## config.mk

```make
export PLATFORM = sky130hd
export DESIGN_NAME = pipe_stage_skid
export DESIGN_NICKNAME = d
export VERILOG_FILES = /design/src/rtl/pipe_pkg.sv /design/src/rtl/pipe_sat_counter.sv /design/src/rtl/pipe_stage_skid.sv
export SDC_FILE = /design/constraint.sdc
export NUM_CORES = 1
export LEC_CHECK = 0
export CORE_MARGIN = 2
export CORE_UTILIZATION = 55
export DETAILED_ROUTE_END_ITERATION = 6
export PLACE_DENSITY = 0.91
export SKIP_CTS_REPAIR_TIMING = 1
export SYNTH_ARGS = -nofsm -noshare
export SYNTH_HDL_FRONTEND = slang
export SYNTH_SLANG_ARGS = --single-unit
```

## constraint.sdc

```tcl
create_clock -name clk -period 20.7 [get_ports clk]
set_input_delay 5.175 -clock clk [delete_from_list [all_inputs] [get_ports clk]]
set_output_delay 5.175 -clock clk [all_outputs]
set_load 0.01 [all_outputs]
```

## src/rtl/pipe_pkg.sv

```systemverilog
// pipe_pkg: shared state encoding and default widths for pipeline stage registers
package pipe_pkg;
    typedef enum logic [1:0] {
        ST_EMPTY = 2'b00,
        ST_ONE   = 2'b01,
        ST_TWO   = 2'b11
    } state_t;
    localparam int DEF_DATA_W = 128;
    localparam int DEF_CTRL_W = 16;
endpackage

```

## src/rtl/pipe_sat_counter.sv

```systemverilog
// pipe_sat_counter: saturating up-counter with synchronous clear
module pipe_sat_counter #(
    parameter int W = 16
) (
    input  logic         clk,
    input  logic         rst,
    input  logic         inc,
    input  logic         clr,
    output logic [W-1:0] q
);
    always_ff @(posedge clk or posedge rst) begin
        if (rst) q <= '0;
        else if (clr) q <= '0;
        else if (inc && !(&q)) q <= q + W'(1);
    end
endmodule

```

## src/rtl/pipe_stage_skid.sv

```systemverilog
// pipe_stage_skid: valid/ready pipeline register with 2-entry skid, flush and stall counter
module pipe_stage_skid
    import pipe_pkg::*;
#(
    parameter int DATA_W         = DEF_DATA_W,
    parameter int CTRL_W         = DEF_CTRL_W,
    parameter int CNT_W          = 16,
    parameter bit FLUSH_CLR_DATA = 1'b0
) (
    input  logic              clk,
    input  logic              rst,
    input  logic              flush,
    input  logic              in_valid,
    output logic              in_ready,
    input  logic [DATA_W-1:0] in_data,
    input  logic [CTRL_W-1:0] in_ctrl,
    output logic              out_valid,
    input  logic              out_ready,
    output logic [DATA_W-1:0] out_data,
    output logic [CTRL_W-1:0] out_ctrl,
    output logic [1:0]        occupancy,
    input  logic              cnt_clr,
    output logic [CNT_W-1:0]  stall_cnt
);
    state_t state, state_n;
    logic [DATA_W-1:0] main_d, main_d_n, skid_d, skid_d_n;
    logic [CTRL_W-1:0] main_c, main_c_n, skid_c, skid_c_n;
    logic acc, fire;
    // state bit 1 is the skid-valid flag, bit 0 the main-valid flag
    assign in_ready  = ~state[1];
    assign out_valid = state[0];
    assign occupancy = {state[1], state[0] & ~state[1]};
    assign out_data  = main_d;
    assign out_ctrl  = main_c & {CTRL_W{out_valid}};
    assign acc       = in_valid & in_ready;
    assign fire      = out_valid & out_ready;
    always_comb begin
        state_n  = state;
        main_d_n = main_d;
        main_c_n = main_c;
        skid_d_n = skid_d;
        skid_c_n = skid_c;
        if (flush) begin
            state_n  = ST_EMPTY;
            main_c_n = '0;
            skid_c_n = '0;
            if (FLUSH_CLR_DATA) begin
                main_d_n = '0;
                skid_d_n = '0;
            end
        end else begin
            case (state)
                ST_EMPTY: if (acc) begin
                    state_n  = ST_ONE;
                    main_d_n = in_data;
                    main_c_n = in_ctrl;
                end
                ST_ONE: if (acc && fire) begin
                    main_d_n = in_data;
                    main_c_n = in_ctrl;
                end else if (acc) begin
                    state_n  = ST_TWO;
                    skid_d_n = in_data;
                    skid_c_n = in_ctrl;
                end else if (fire) begin
                    state_n = ST_EMPTY;
                end
                ST_TWO: if (fire) begin
                    state_n  = ST_ONE;
                    main_d_n = skid_d;
                    main_c_n = skid_c;
                end
                default: state_n = ST_EMPTY;
            endcase
        end
    end
    always_ff @(posedge clk or posedge rst) begin
        if (rst) begin
            state  <= ST_EMPTY;
            main_d <= '0;
            main_c <= '0;
            skid_d <= '0;
            skid_c <= '0;
        end else begin
            state  <= state_n;
            main_d <= main_d_n;
            main_c <= main_c_n;
            skid_d <= skid_d_n;
            skid_c <= skid_c_n;
        end
    end
    pipe_sat_counter #(.W(CNT_W)) u_stall (
        .clk (clk),
        .rst (rst),
        .inc (out_valid & ~out_ready),
        .clr (cnt_clr),
        .q   (stall_cnt)
    );
endmodule

```

==> metrics.csv, run 1 <==
metric,value,unit
ys_ff_latch,306,
cts_root_buf,clkbuf_16,
drt-vias-per-instance,5.56,
start_util,0.562,
setup.worst_path.start_class,input pin,
post-route-util,0.744,
cp_slowest_cell,buf_4,
r2r_slack,16350,ps
syn_to_final_growth,32.4,%
insertion_delay,510,ps
status,completed,
required,21070,ps
min_from,out_data[87]$_DFFE_PP0P_,
grt_pass1_wl,51.4,mm
reg2reg_from,state[0]$_DFFE_PP0P_,
place_ws,12080,ps
critPathLaunch,in_valid,
vdd_drop_max,104,µV
final_nets,1436,
post-route-period-util,0.395,
hold_class,flop to flop,
die_height,162,µm
fin_crit,8180,ps
cp-end-kind,flop,
core,0.0245,mm²
hpwl,21.2,mm
holdWs,491,ps
ys_types,40,
cts_tree,built,
grt_max_degree,151,
ant_nets,0,
synthArstFlopShare,1.00,
htree_levels,2,
syn_area,0.0137,mm²
path_common_cell,buf_4,
drt_first_pass_iters,5,
synth.net_count,1136,
hold_viol,0,
clkTransAtPathRegs,60,ps
grt_use_total,0.245,
path_depth,7,
cellPowerDensity,134,mW/mm²
antenna_found_initial,3,
critPathMaxFanout,73,
numCtsBuffers,35,
synth-edff-count,0,
ios,314,
final_layout_size_suffix_gt1_frac,0.340,
cts_sinks,306,
critPathBufInv,3,
final_common_cell,mux2_2,
arrival,8550,ps
synthFlopType,dfrtp_1,
grt_pass1_vias,9661,
fin_setup_tns,0,ps
mostFrequentLayoutCells,"mux2_2 (377), clkdlybuf4s50_1 (313), dfrtp_1 (306)",
tightest_slew,1330,ps
place_congestion,0.865,
max_slew_margin,0.112,
reg2reg_depth,6,
setup_ws,12520,ps
rsz0062_at_grt,no,
clk_path_buf_depth,3,
slew_violations,0,
die_x,162,µm
drc,0,
grt_overflow,0,
synth_warnings,0,
setup_violations,0,
port-buffer-count,313,
rows,57,
ys_seq_area_frac,0.557,
die-area,0.0263,mm²
power.leakage,7.46,nW
maxCapViolCount,0,
hold_depth,1,
syn_avg_cell_area,14.0,µm²
crit_type,input pin to flop,
synthCells,980,
cpPeakStageDelay,880,ps
wl_per_cell,19.7,µm
crit_family,buffers and inverters,
drt_iter0_markers,588,
clock.fmax,0.122,GHz
fin_worst_skew,20.6,ps
wirelength,32.1,mm
vias,9056,
crit_chain,"clkdlybuf4s50_1, and3b_1, nand2_1, nor2_4, buf_4, buf_4, mux2_2",
## layout make-up
type / instances / area, µm²
fillers: 1545 / 6270
clock inverters: 8 / 103
diodes: 4 / 10.0
clock buffers: 50 / 992
multi-input cells: 610 / 5810
inverters: 6 / 30.0
well taps: 324 / 405
flip-flops and latches: 306 / 7660
repair buffers: 321 / 3190
## cell usage after synthesis (2+ instances only)
master | instances | share of area
or3_1 | 8 | 0.0036
nand4_1 | 5 | 0.0023
o21ai_0 | 10 | 0.0036
o31ai_1 | 5 | 0.0027
and2_1 | 18 | 0.0082
and3_1 | 2 | 0.00091
nor2_1 | 20 | 0.0055
nor2b_1 | 3 | 0.0014
or4_1 | 6 | 0.0033
nand3b_1 | 3 | 0.0016
clkbuf_1 | 15 | 0.0041
mux2_2 | 377 | 0.31
dfrtp_1 | 306 | 0.56
buf_4 | 13 | 0.0071
a21oi_1 | 31 | 0.011
mux2i_1 | 18 | 0.013
nor3_1 | 4 | 0.0015
buf_1 | 7 | 0.0019
ha_1 | 6 | 0.0055
nand2_1 | 43 | 0.012
mux2_1 | 24 | 0.020
inv_1 | 6 | 0.0016
buf_2 | 23 | 0.0084
nand3_1 | 8 | 0.0029
nand2b_1 | 4 | 0.0018
## registers in the layout, indices dropped and copies added (netlist names)
| name | flops |
|---|---|
| state | 2 |
| main_c | 16 |
| u_stall.q | 16 |
| skid_c | 16 |
| out_data | 128 |
| skid_d | 128 |
## worst register-to-register path, delay by kind of cell (launching register included)
kind	cells	cell delay (ps)
buffers and inverters	2	1330
DFF	1	850
adders and majority gates	1	750
and+or+nand+nor	1	530
muxes	1	460
AOI/OAI and AO/OA	1	320
## path summary, 6_finish.rpt
check | to
worst min-delay path | out_data[87]$_DFFE_PP0P_
worst max register to register | out_data[82]$_DFFE_PP0P_
max in group asynchronous | u_stall.q[3]$_DFFE_PP0P_
worst min register to register | out_data[87]$_DFFE_PP0P_
worst max-delay path | skid_d[113]$_DFFE_PP0P_
min in group asynchronous | skid_d[44]$_DFFE_PP0P_
## metal layers
| layer | up-vias | track usage | wire length (µm) |
|---|---|---|---|
| met1 | 4584 | 0.311 | 12900 |
| met4 | 0 | 0.115 | 1510 |
| li1 | 4100 | - | - |
| met3 | 94 | 0.0521 | 1830 |
| met5 | - | 0 | 0 |
| met2 | 278 | 0.405 | 15800 |
## kinds of logic (layout without fill, tap and decap cells)
logic type | after synthesis | count (layout) | share of synthesized area
xor+xnor | 1 | 1 | 0.000637
compound gates | 51 | 51 | 0.0207
simple gates | 133 | 133 | 0.0516
other cells | 0 | 4 | 0
mux | 419 | 419 | 0.342
fa+ha+maj | 6 | 6 | 0.00546
flops | 306 | 306 | 0.557
buf+inv | 64 | 385 | 0.0231
## stage by stage
step	std cells	power, mW	cell area (µm²)
after floorplan	980	1.43	13700
after global placement	1567	1.81	17100
after detailed placement	1567	1.85	17100
after CTS	1625	2.46	18200
after global routing	1628	2.57	18200
final	1629	2.44	18200
## where the power goes
part	internal [mW]	switching, mW	total, mW	leakage, nW
Combinational	0.516	0.321	0.838	3.20
Sequential	0.867	0.143	1.01	3.72
Clock	0.358	0.233	0.591	0.536
Total	1.74	0.698	2.44	7.46
No activity file was read; power rests on OpenSTA's default activity.
==> inputs of run 2 (changes only) <==
CORE_UTILIZATION = 51   (was 55)
PLACE_DENSITY = 0.86   (was 0.91)
clock period = 7.7 ns   (was 20.7 ns; I/O delays follow)
==> metrics.csv, run 2 (synthesized netlist as in run 1, its figures left out) <==
metric,value,unit,change
status,completed,,unchanged
setup_ws,3370,ps,was 12520 ps
clk_path_buf_depth,3,,unchanged
clkTransAtPathRegs,60,ps,about the same
die_height,168,µm,was 162 µm
place_congestion,0.870,,was 0.865
grt_use_total,0.224,,was 0.245
cp-end-kind,primary output,,was flop
crit_type,flop to primary output,,was input pin to flop
fin_worst_skew,15.4,ps,was 20.6 ps
slew_violations,0,,unchanged
ant_nets,0,,unchanged
required,5780,ps,was 21070 ps
insertion_delay,510,ps,about the same
cellPowerDensity,361,mW/mm²,was 134 mW/mm²
fill_cells,1935,,was 1545
vdd_drop_max,325,µV,was 104 µV
crit_family,flip-flops,,was buffers and inverters
wl_per_cell,19.4,µm,was 19.7 µm
drt_iter0_markers,402,,was 588
final_nets,1439,,was 1436
critPathBufInv,1,,was 3
fin_setup_tns,0,ps,unchanged
power.leakage,7.51,nW,was 7.46 nW
hold_viol,0,,unchanged
post-route-period-util,0.563,,
arrival,2410,ps,was 8550 ps
drc,0,,unchanged
tightest_slew,1170,ps,was 1330 ps
grt_pass1_wl,50.7,mm,was 51.4 mm
die_x,168,µm,was 162 µm
setup_violations,0,,unchanged
grt_pass1_vias,9488,,was 9661
port-buffer-count,313,,unchanged
syn_to_final_growth,33.2,%,was 32.4%
cts_root_buf,clkbuf_16,,unchanged
rsz0062_at_grt,no,,unchanged
wirelength,32.1,mm,about the same
cp_slowest_cell,dfrtp_1,,was buf_4
numCtsBuffers,35,,unchanged
maxCapViolCount,0,,unchanged
grt_max_degree,157,,was 151
htree_levels,2,,unchanged
vias,8969,,was 9056
clock.fmax,0.231,GHz,
setup.worst_path.start_class,flop,,was input pin
drt_first_pass_iters,5,,unchanged
rows,60,,was 57
max_slew_margin,0.222,,was 0.112
place_ws,2930,ps,was 12080 ps
antenna_found_initial,3,,unchanged
drt-vias-per-instance,5.43,,was 5.56
cts_tree,built,,unchanged
cpPeakStageDelay,910,ps,was 880 ps
cts_sinks,306,,unchanged
r2r_slack,4040,ps,was 16350 ps
grt_overflow,0,,unchanged
fin_crit,4330,ps,
die-area,0.0283,mm²,was 0.0263 mm²
ios,314,,unchanged
mostFrequentLayoutCells,"mux2_2 (377), clkdlybuf4s50_1 (313), dfrtp_1 (306)",,unchanged
start_util,0.514,,was 0.562
hpwl,21.1,mm,was 21.2 mm
core,0.0267,mm²,was 0.0245 mm²
final_layout_size_suffix_gt1_frac,0.345,,was 0.340
crit_chain,"ha_1, clkdlybuf4s50_1",,"was clkdlybuf4s50_1, and3b_1, nand2_1, nor2_4, buf_4, buf_4, mux2_2"
final_common_cell,mux2_2,,unchanged
critPathMaxFanout,27,,was 73
hold_class,flop to flop,,unchanged
-- run 2: changes by cell type in the layout (fill, tap and decap cells not counted), sizes merged --
| cell | change |
|---|---|
| clkinvlp | +2 |
| clkbuf | +3 |
| clkinv | +3 |
| diode | -1 |
| buf | +3 |
| bufinv | -1 |
| inv | -3 |
-- run 2: per-stage QoR --
stage	instances	cell area [µm²]	hold WS (ps)	power [mW]	utilization
finish	1652	18300	487	6.60	0.685
global route	1652	18300	507	6.95	0.685
CTS	1649	18300	495	6.67	0.685
detailed placement	1587	17200	481	5.00	0.642
global placement	1587	17200	473	4.88	0.642
floorplan	980	13800	471	3.85	-
-- run 2: worst paths after layout --
path,start,endpoint,depth (start not counted)
min reg2reg,out_data[88]$_DFFE_PP0P_,out_data[88]$_DFFE_PP0P_,1
max reg2reg,state[0]$_DFFE_PP0P_,out_data[104]$_DFFE_PP0P_,5
min in group asynchronous,rst,skid_d[18]$_DFFE_PP0P_,2
max,state[0]$_DFFE_PP0P_,occupancy[0],2
max in group asynchronous,rst,main_c[4]$_DFFE_PP0P_,3
min,out_data[88]$_DFFE_PP0P_,out_data[88]$_DFFE_PP0P_,1
-- run 2: area by class of cell --
class / instances / area (µm²) / area share
timing repair buffer: 324 / 3240 / 0.177
antenna: 3 / 7.51 / 0.000410
tap: 341 / 427 / 0.0233
inverter: 6 / 26.3 / 0.00143
sequential: 306 / 7660 / 0.418
multi-input combinational: 610 / 5810 / 0.317
clock inverter: 9 / 78.8 / 0.00430
clock buffer: 53 / 1080 / 0.0587
-- run 2: per-layer routing --
metal	global-route usage	vias to the layer above	share of wire
met2	0.376	276	0.49
li1	-	4109	-
met5	0	-	0
met3	0.0503	84	0.058
met1	0.278	4500	0.40
met4	0.105	0	0.050
-- run 2: power by group --
part           switching (mW)  total (mW)  internal [mW]  leakage (nW)
clock                   0.639        1.64          0.998         0.567
combinational           0.862        2.25           1.39          3.22
sequential              0.385        2.71           2.33          3.72
